### config.mk
export PLATFORM = sky130hd
export DESIGN_NAME = fp_normalize_round
export DESIGN_NICKNAME = d
export VERILOG_FILES = /design/src/rtl/fp_normalize_round.sv
export SDC_FILE = /design/constraint.sdc
export NUM_CORES = 1
export LEC_CHECK = 0
export BUFFER_PORTS_ARGS = -buffer_cell sky130_fd_sc_hd__buf_4
export CAP_MARGIN = 0
export CORE_MARGIN = 4
export CORE_UTILIZATION = 30
export DETAILED_ROUTE_END_ITERATION = 7
export PLACE_DENSITY_LB_ADDON = 0.15
export SETUP_SLACK_MARGIN = 0.3
export SLEW_MARGIN = 20
export SYNTH_ARGS = -nofsm -noshare
export SYNTH_HDL_FRONTEND = slang
export SYNTH_SLANG_ARGS = --single-unit
### constraint.sdc
create_clock -name clk -period 2.5 [get_ports clk]
set_input_delay 0.25 -clock clk [delete_from_list [all_inputs] [get_ports clk]]
set_output_delay 0.25 -clock clk [all_outputs]
set_load 0.02 [all_outputs]
### src/rtl/fp_normalize_round.sv
// Post-add normalize/round stage of the single-precision FP adder.
// Normalizes one bit per cycle, rounds to nearest-even and packs an IEEE-754 word.
// Holds one op at a time, with a valid/ready handshake on both sides.
module fp_normalize_round #(
  parameter int MANT_W = 24,
  parameter int EXP_W  = 8
) (
  input  logic                     clk,
  input  logic                     rst,
  input  logic                     in_valid,
  output logic                     in_ready,
  input  logic                     in_sign,
  input  logic [EXP_W-1:0]         in_exp,
  input  logic [MANT_W-1:0]        in_mant,
  input  logic                     in_cout,
  input  logic [2:0]               in_grs,
  output logic                     out_valid,
  input  logic                     out_ready,
  output logic [EXP_W+MANT_W-1:0]  out_result,
  output logic                     out_overflow,
  output logic                     out_zero
);

  localparam int RES_W = EXP_W + MANT_W;
  localparam int FRAC_W = MANT_W - 1;
  // Largest biased exponent; reaching it after rounding means infinity.
  localparam logic [EXP_W:0] EXP_INF = {1'b0, {EXP_W{1'b1}}};
  localparam logic [EXP_W:0] EXP_ONE = {{EXP_W{1'b0}}, 1'b1};

  typedef enum logic [1:0] {
    ST_IDLE  = 2'd0,
    ST_NORM  = 2'd1,
    ST_ROUND = 2'd2,
    ST_DONE  = 2'd3
  } state_t;

  state_t              state_q, state_d;
  logic                c_q, c_d;
  logic [MANT_W-1:0]   m_q, m_d;
  logic                g_q, g_d;
  logic                r_q, r_d;
  logic                s_q, s_d;
  logic [EXP_W:0]      e_q, e_d;
  logic                sign_q, sign_d;
  logic [RES_W-1:0]    res_q, res_d;
  logic                ovf_q, ovf_d;
  logic                zero_q, zero_d;

  // Rounding datapath temporaries.
  logic                inc;
  logic [MANT_W:0]     sum;
  logic [MANT_W-1:0]   m_rnd;
  logic [EXP_W:0]      e_rnd;

  assign in_ready     = (state_q == ST_IDLE) && !rst;
  assign out_valid    = (state_q == ST_DONE);
  assign out_result   = res_q;
  assign out_overflow = ovf_q;
  assign out_zero     = zero_q;

  // Next-state and datapath: accept, normalize one step, round/pack, hand off.
  always_comb begin
    state_d = state_q;
    c_d     = c_q;
    m_d     = m_q;
    g_d     = g_q;
    r_d     = r_q;
    s_d     = s_q;
    e_d     = e_q;
    sign_d  = sign_q;
    res_d   = res_q;
    ovf_d   = ovf_q;
    zero_d  = zero_q;
    inc     = g_q & (r_q | s_q | m_q[0]);
    sum     = {1'b0, m_q} + {{MANT_W{1'b0}}, inc};
    m_rnd   = sum[MANT_W-1:0];
    e_rnd   = e_q;
    if (sum[MANT_W]) begin
      // Rounding overflowed the mantissa: renormalize to 1.000...
      m_rnd = {1'b1, {(MANT_W-1){1'b0}}};
      e_rnd = e_q + EXP_ONE;
    end

    case (state_q)
      ST_IDLE: begin
        if (in_valid) begin
          c_d     = in_cout;
          m_d     = in_mant;
          g_d     = in_grs[2];
          r_d     = in_grs[1];
          s_d     = in_grs[0];
          // A zero exponent denotes the subnormal range, which has scale 2^(1-bias).
          e_d     = (in_exp == '0) ? EXP_ONE : {1'b0, in_exp};
          sign_d  = in_sign;
          state_d = ST_NORM;
        end
      end
      ST_NORM: begin
        if (c_q) begin
          m_d     = {1'b1, m_q[MANT_W-1:1]};
          g_d     = m_q[0];
          r_d     = g_q;
          s_d     = r_q | s_q;
          e_d     = e_q + EXP_ONE;
          c_d     = 1'b0;
          state_d = ST_ROUND;
        end else if (m_q == '0 && !(g_q | r_q | s_q)) begin
          res_d   = {sign_q, {(RES_W-1){1'b0}}};
          ovf_d   = 1'b0;
          zero_d  = 1'b1;
          state_d = ST_DONE;
        end else if (m_q[MANT_W-1]) begin
          state_d = ST_ROUND;
        end else if (e_q == EXP_ONE) begin
          // Minimum exponent: leave the result subnormal.
          state_d = ST_ROUND;
        end else begin
          m_d = {m_q[MANT_W-2:0], g_q};
          g_d = r_q;
          r_d = 1'b0;
          e_d = e_q - EXP_ONE;
        end
      end
      ST_ROUND: begin
        zero_d = 1'b0;
        if (e_rnd >= EXP_INF) begin
          res_d = {sign_q, {EXP_W{1'b1}}, {FRAC_W{1'b0}}};
          ovf_d = 1'b1;
        end else begin
          // No hidden bit means subnormal, encoded with a zero exponent field.
          res_d = {sign_q, (m_rnd[MANT_W-1] ? e_rnd[EXP_W-1:0] : {EXP_W{1'b0}}),
                   m_rnd[FRAC_W-1:0]};
          ovf_d = 1'b0;
        end
        m_d     = m_rnd;
        e_d     = e_rnd;
        state_d = ST_DONE;
      end
      ST_DONE: begin
        if (out_ready) begin
          res_d   = '0;
          ovf_d   = 1'b0;
          zero_d  = 1'b0;
          state_d = ST_IDLE;
        end
      end
      default: state_d = ST_IDLE;
    endcase
  end

  // State registers; reset discards any op in flight.
  always_ff @(posedge clk) begin
    if (rst) begin
      state_q <= ST_IDLE;
      c_q     <= 1'b0;
      m_q     <= '0;
      g_q     <= 1'b0;
      r_q     <= 1'b0;
      s_q     <= 1'b0;
      e_q     <= '0;
      sign_q  <= 1'b0;
      res_q   <= '0;
      ovf_q   <= 1'b0;
      zero_q  <= 1'b0;
    end else begin
      state_q <= state_d;
      c_q     <= c_d;
      m_q     <= m_d;
      g_q     <= g_d;
      r_q     <= r_d;
      s_q     <= s_d;
      e_q     <= e_d;
      sign_q  <= sign_d;
      res_q   <= res_d;
      ovf_q   <= ovf_d;
      zero_q  <= zero_d;
    end
  end

endmodule
Word-level counts from Yosys, hierarchy flattened
Cells that the tools add are included.

Add/subtract/negate cells: 3. Multipliers: 0. Div/mod/pow operators: 0. Order comparisons: 1. Eq/ne operators: 13. Shifts and indexed selects: 0. Muxes and demuxes: 53. Bitwise operators: 5. Reduce and logical (&&, ||, !) cells: 18.

Operators with widths (number): two-way mux 24 bit (6); two-way mux 32 bit (3); case mux 32 bit (3 select lines) (1); case mux 24 bit (3 select lines) (1); two-way mux 9 bit (6); two-way mux 31 bit (1); case mux 9 bit (3 select lines) (1); adder 24 x 1 -> 25 bit (1); zero test 24 bit (1); two-way mux 1 bit (19); two-way mux 8 bit (2); two-way mux 2 bit (6); AND reduction 5 bit (2); adder 9 x 1 -> 9 bit, second input constant (1); equality test 9 x 1 -> 1 bit, second input constant (1); greater-or-equal comparator 9 x 8 -> 1 bit, second input constant (1); inequality test 3 bit, second input constant (3); AND reduction 3 bit (3); subtractor 9 x 1 -> 9 bit, second input constant (1); zero test 8 bit (1); inequality test 2 bit, second input constant (4); case mux 1 bit (2 select lines) (4); case mux 2 bit (4 select lines) (1); case mux 1 bit (3 select lines) (2); other kinds (13) (21).

Register bits after elaboration: 74. Latch bits: 0. Memory bits (writable): 0. Memory bits (read-only): 0. Bits of input ports: 41. Output and inout bits: 36. Logic and storage cells: 105. Memories kept: 0.

Logic depth before layout (Yosys ltp)
Depth after elaboration: 8. Mapped depth: 10. Depth with buffers taken out: 8.

Worst setup path after synthesis
Ideal clock, no wire load.

Kind: flip-flop to flip-flop. Start point: reg m_q[0]. End point: reg res_q[19] (netlist: out_result[19]). Setup time: 0.117 ns. Data arrival time: 2.290 ns. Required time: 2.383 ns. Setup slack: 0.093 ns. Cell stages (with the launch flop): 11. Path buffers: 2. Clock period less this slack: 2.407 ns. Path through: dfxtp_1 > buf_2 > and2_1 > ha_1 > and3_1 > nand4_2 > nor2_1 > o41ai_1 > a211oi_2 > buf_4 > a32o_1.

Longest elaborated chain between the ends: 7. Elaborated cells between the ends (all ways): 12. Classes of those cells: add/sub (1); order compare (1); eq/ne (1); mux (4); bitwise (2); reduce/logical (3).

Ends and longest elaborated chain: start: declaration (RTL line 39) `logic [MANT_W-1:0] m_q, m_d;`; start signal: assignment (RTL line 168) `m_q <= m_d;`; OR 1 bit (RTL line 74) `inc = g_q & (r_q | s_q | m_q[0]);`; AND 1 bit (RTL line 74); adder 24 x 1 -> 25 bit (RTL line 75) `sum = {1'b0, m_q} + {{MANT_W{1'b0}}, inc};`; two-way mux 9 bit (RTL line 78) `if (sum[MANT_W]) begin`; greater-or-equal comparator 9 x 8 -> 1 bit (RTL line 126) `if (e_rnd >= EXP_INF) begin`; two-way mux 31 bit (RTL line 126); case mux 32 bit (3 select lines) (RTL line 84) `case (state_q)`; end signal: assignment (RTL line 174) `res_q <= res_d;`; end: declaration (RTL line 45) `logic [RES_W-1:0] res_q, res_d;`.

Several ways; a longest one is shown, not always the timed one. A chain may end at the register's enable or synchronous reset.

Worst setup path after layout
Start point: reg g_q. End point: reg res_q[17] (netlist: out_result[17]).

Longest elaborated chain between the ends: 6. Elaborated cells between the ends (all ways): 13. Classes of those cells: add/sub (1); order compare (1); eq/ne (1); mux (4); bitwise (3); reduce/logical (3).

Ends and longest elaborated chain: start: declaration (RTL line 40) `logic g_q, g_d;`; start signal: assignment (RTL line 169) `g_q <= g_d;`; AND 1 bit or OR 1 bit (tied branches) (RTL line 74, 107); adder 24 x 1 -> 25 bit or OR 1 bit (tied branches) (RTL line 75, 107); two-way mux 9 bit or zero test 1 bit (tied branches) (RTL line 78, 107); greater-or-equal comparator 9 x 8 -> 1 bit or logical AND 1 bit (tied branches) (RTL line 126, 107); two-way mux 31 bit or inequality test 2 bit (tied branches); case mux 32 bit (3 select lines) or AND reduction 4 bit (tied branches).

Several ways; a longest one is shown, not always the timed one.

==> impl_metrics.py <==
metrics = {
    "synth": {
        "synth_cell_type_count": 63,
        "synthArstFlopShare_pct": 0,
        "synth_ff_type": "dfxtp_1",
        "synthSimpleGateAreaFrac_pct": 23.35,
        "yosysSeqAreaShare_pct": 30.86,
        "synth_top_area_share_pct": 30.86,
        "synth_compound_area_share_pct": 29.71,
        "synth_top_family_by_area": "compound AO/OA/AOI/OAI gates",
        "yosysWarnings": 0,
        "synth_mux_area_share_pct": 0.6255,
        "synth_xor_xnor_area_share_pct": 5.655,
        "netlist_instances": 598,
        "yosysTopAreaCell": "dfxtp_1",
        "synth-edff-count": 0,
        "ys_ff_latch": 74,
        "syn_avg_cell_area_um2": 8.028,
        "synth_nets": 648,
        "synthAdderAreaFrac_pct": 2.346,
        "synth_area_um2": 4801,
        "synthTopCellsByArea": "dfxtp_1 (31%), a21oi_1 (4.9%), a221o_1 (4.2%)",
    },
    "worst_hold_path": {
        "hold_path.class": "in2reg",
        "min_to": "c_q",
        "hold_depth": 3,
        "worstHoldStart": "in_cout",
    },
    "setup_path": {
        "critPathTopFamily": "simple AND/OR/NAND/NOR gates",
        "rr_worst_depth": 10,
        "reg2reg_from": "g_q",
        "path_class": "reg2reg",
        "r2r-end": "out_result[17]",
        "crit_buf_inv": 2,
        "critPathMaxStageDelay_ns": 0.33,
        "crit_chain": "and2_4, ha_4, and3_4, nand4_4, nor4_4, xor2_2, a211oi_4, buf_6, buf_12, a32o_1",
        "crit_start": "g_q",
        "startpoint_type": "register",
        "endpoint_kind": "register",
        "required_ns": 2.74,
        "r2r_slack_ns": 0.27,
        "cp_slowest_cell": "dfxtp_2",
        "cp_max_fo": 6,
        "cp.arrival_ns": 2.47,
    },
    "floorplanning": {
        "boundaryPins": 77,
        "coreArea_um2": 15430,
        "std_cell_rows": 45,
        "die_h_um": 134.5,
        "initial_core_util_pct": 31.12,
        "die_area_um2": 18090,
        "die_width_um": 134.5,
    },
    "placed_design": {
        "dpl.hpwl_um": 12250,
        "pre_cts_slack_ns": 0.02388,
        "numPortBuffers": 76,
        "dp.cells": 891,
        "gp_congestion": 0.8538,
    },
    "drt": {
        "drc": 0,
        "num_vias": 5169,
        "vias_per_cell": 5.618,
        "wl_um": 17410,
        "drt-wirelength-per-cell_um": 18.92,
        "drtPass1Iterations": 5,
        "drtIter0Drc": 496,
        "postRouteAntennaNets": 0,
    },
    "global_routing": {
        "grt_max_degree": 40,
        "antenna_found_initial": 0,
        "track_usage_pct": 18.74,
        "grt_pass1_vias": 5041,
        "grt_pass1_wl_um": 27230,
        "overflow": 0,
    },
    "final_layout": {
        "fin_cells": 920,
        "area_growth_pct": 39.43,
        "fillers": 1602,
        "n_antenna_cell": 0,
        "layout-drive-gt1-share_pct": 34.56,
        "mostFrequentLayoutCells": "buf_4 (153), dfxtp_1 (55), nand2_1 (53), a21oi_1 (45), nor2_1 (45)",
        "final_net_count": 754,
        "final_common_cell": "buf_4",
    },
    "clock_tree": {
        "cts_tree": "done",
        "clock-sinks": 74,
        "htree_levels": 3,
        "path_clk_slew_ns": 0.07,
        "cts_hold_buffers": 0,
        "clockRootBuffer": "clkbuf_16",
        "clk_latency_ns": 0.35,
        "cts_buffers": 9,
        "clockBufferDepth": 2,
    },
    "sta": {
        "max_slew.worst_pin.slew_ns": 0.4804,
        "fin_crit_sh_pct": 89.19,
        "rsz0062_at_grt": "true",
        "tns_ns": 0,
        "final.setup.worst_slack_ns": 0.2703,
        "finalHoldViolCount": 0,
        "skew_ns": 0.01039,
        "fmax_mhz": 448.5,
        "min_period_ns": 2.230,
        "setup_viol": 0,
        "report.final.slew_viol_count": 0,
        "max_slew_margin_pct": 67.97,
    },
    "outcome": {
        "status": "completed",
    },
    "power": {
        "p_clk_share_pct": 20.3,
        "p_sw_share_pct": 43.94,
        "total_power_uw": 7540,
        "intPower_uw": 4227,
        "ir_worst_vdd_uv": 658.6,
        "pwr-share-comb_pct": 55.9,
        "p_switching_uw": 3313,
        "power_density_nw_per_um2": 1126,
        "p_leak_uw": 0.002580,
        "seq_power_share_pct": 23.8,
    },
    "run": {
        "max_cap_violations": 0,
    },
}
-- layout make-up --
class	count	area [µm²]	share of cell area [%]
Multi-Input combinational cell	443	3216	48.04
Sequential cell	74	1515	22.64
Timing Repair Buffer	162	1304	19.48
Tap cell	211	264.0	3.944
Clock buffer	10	229.0	3.421
Clock inverter	6	113.9	1.701
Inverter	14	52.55	0.7850
-- worst reg2reg max path: stages, from the launching register on --
cell      delay (ns)
dfxtp_2         0.33
and2_4          0.14
ha_4            0.15
and3_4          0.19
nand4_4         0.15
nor4_4          0.29
xor2_2          0.24
a211oi_4        0.09
buf_6           0.16
buf_12          0.14
a32o_1          0.24
-- stage by stage --
stage                     cell area (µm²)  hold slack (ns)  utilization, %
after global routing                 6694           0.1674           43.39
after global placement               5958           0.4457           38.62
after floorplan                      4852           0.3975               -
final                                6694           0.1350           43.39
after detailed placement             5958           0.4494           38.62
after CTS                            6392           0.1237           41.44
-- power groups by stage --
stage | Combinational (µW) | Clock [µW] | Sequential, µW
floorplan | 2740 | 0 | 1570
global placement | 3900 | 0 | 1750
detailed placement | 3900 | 0 | 1760
CTS | 3990 | 1560 | 1760
global route | 4600 | 1610 | 1830
finish | 4210 | 1530 | 1790
-- Yosys cell counts (all sizes together) (3+ instances only) --
master	count
nand4	15
nor4	14
a22o	18
a221o	20
clkbuf	33
nand3	28
dfxtp	74
o41ai	10
nor2b	3
mux2i	3
and3	7
o221ai	21
nor3	12
xor2	10
a32oi	5
nor2	48
inv	12
and4	6
a32o	5
a22oi	3
nand2b	6
nand3b	8
buf	34
a221oi	11
ha	9
a21oi	48
o21bai	3
o211ai	6
or3	6
and2	3
nand2	53
xnor2	21
o21ai	16
a211oi	3
-- metal layers --
layer	global-route usage (%)	wire, µm
met5	0	0
met4	6.618	424
met3	3.539	977
met2	28.02	7563
met1	26.93	8444
-- how the worst max path moves through the flow --
stage | endpoint | slack, ns | cells after the start
floorplan | out_result[19] | 0.26 | 10
global placement | e_q[8] | 0.08 | 6
detailed placement | m_q[23] | 0.02 | 7
CTS | out_result[21] | 0.26 | 8
global route | out_result[17] | 0.18 | 11
finish | out_result[17] | 0.27 | 10
-- logic make-up (layout without fill, tap and decap cells) --
logic type,count (synthesis),count (layout)
XOR/XNOR,31,31
AO/OA/AOI/OAI,186,186
multiplexers,3,3
adder cells (fa/ha/maj),9,9
AND/OR/NAND/NOR,214,214
flip-flops,74,74
buffers and inverters,81,192
-- registers in the layout, summed over array words and instances (netlist names), 2 cells and up --
signal      flops
m_q            24
out_result     32
state_q         2
e_q             9
-- repair_timing --
action                     in CTS  in global routing
resized for setup              22                 40
setup endpoints to repair      66                 67
cloned                          0                  3
pin swaps                       8                 24
setup buffers                   2                  8
(Power assumes the default switching activity.)
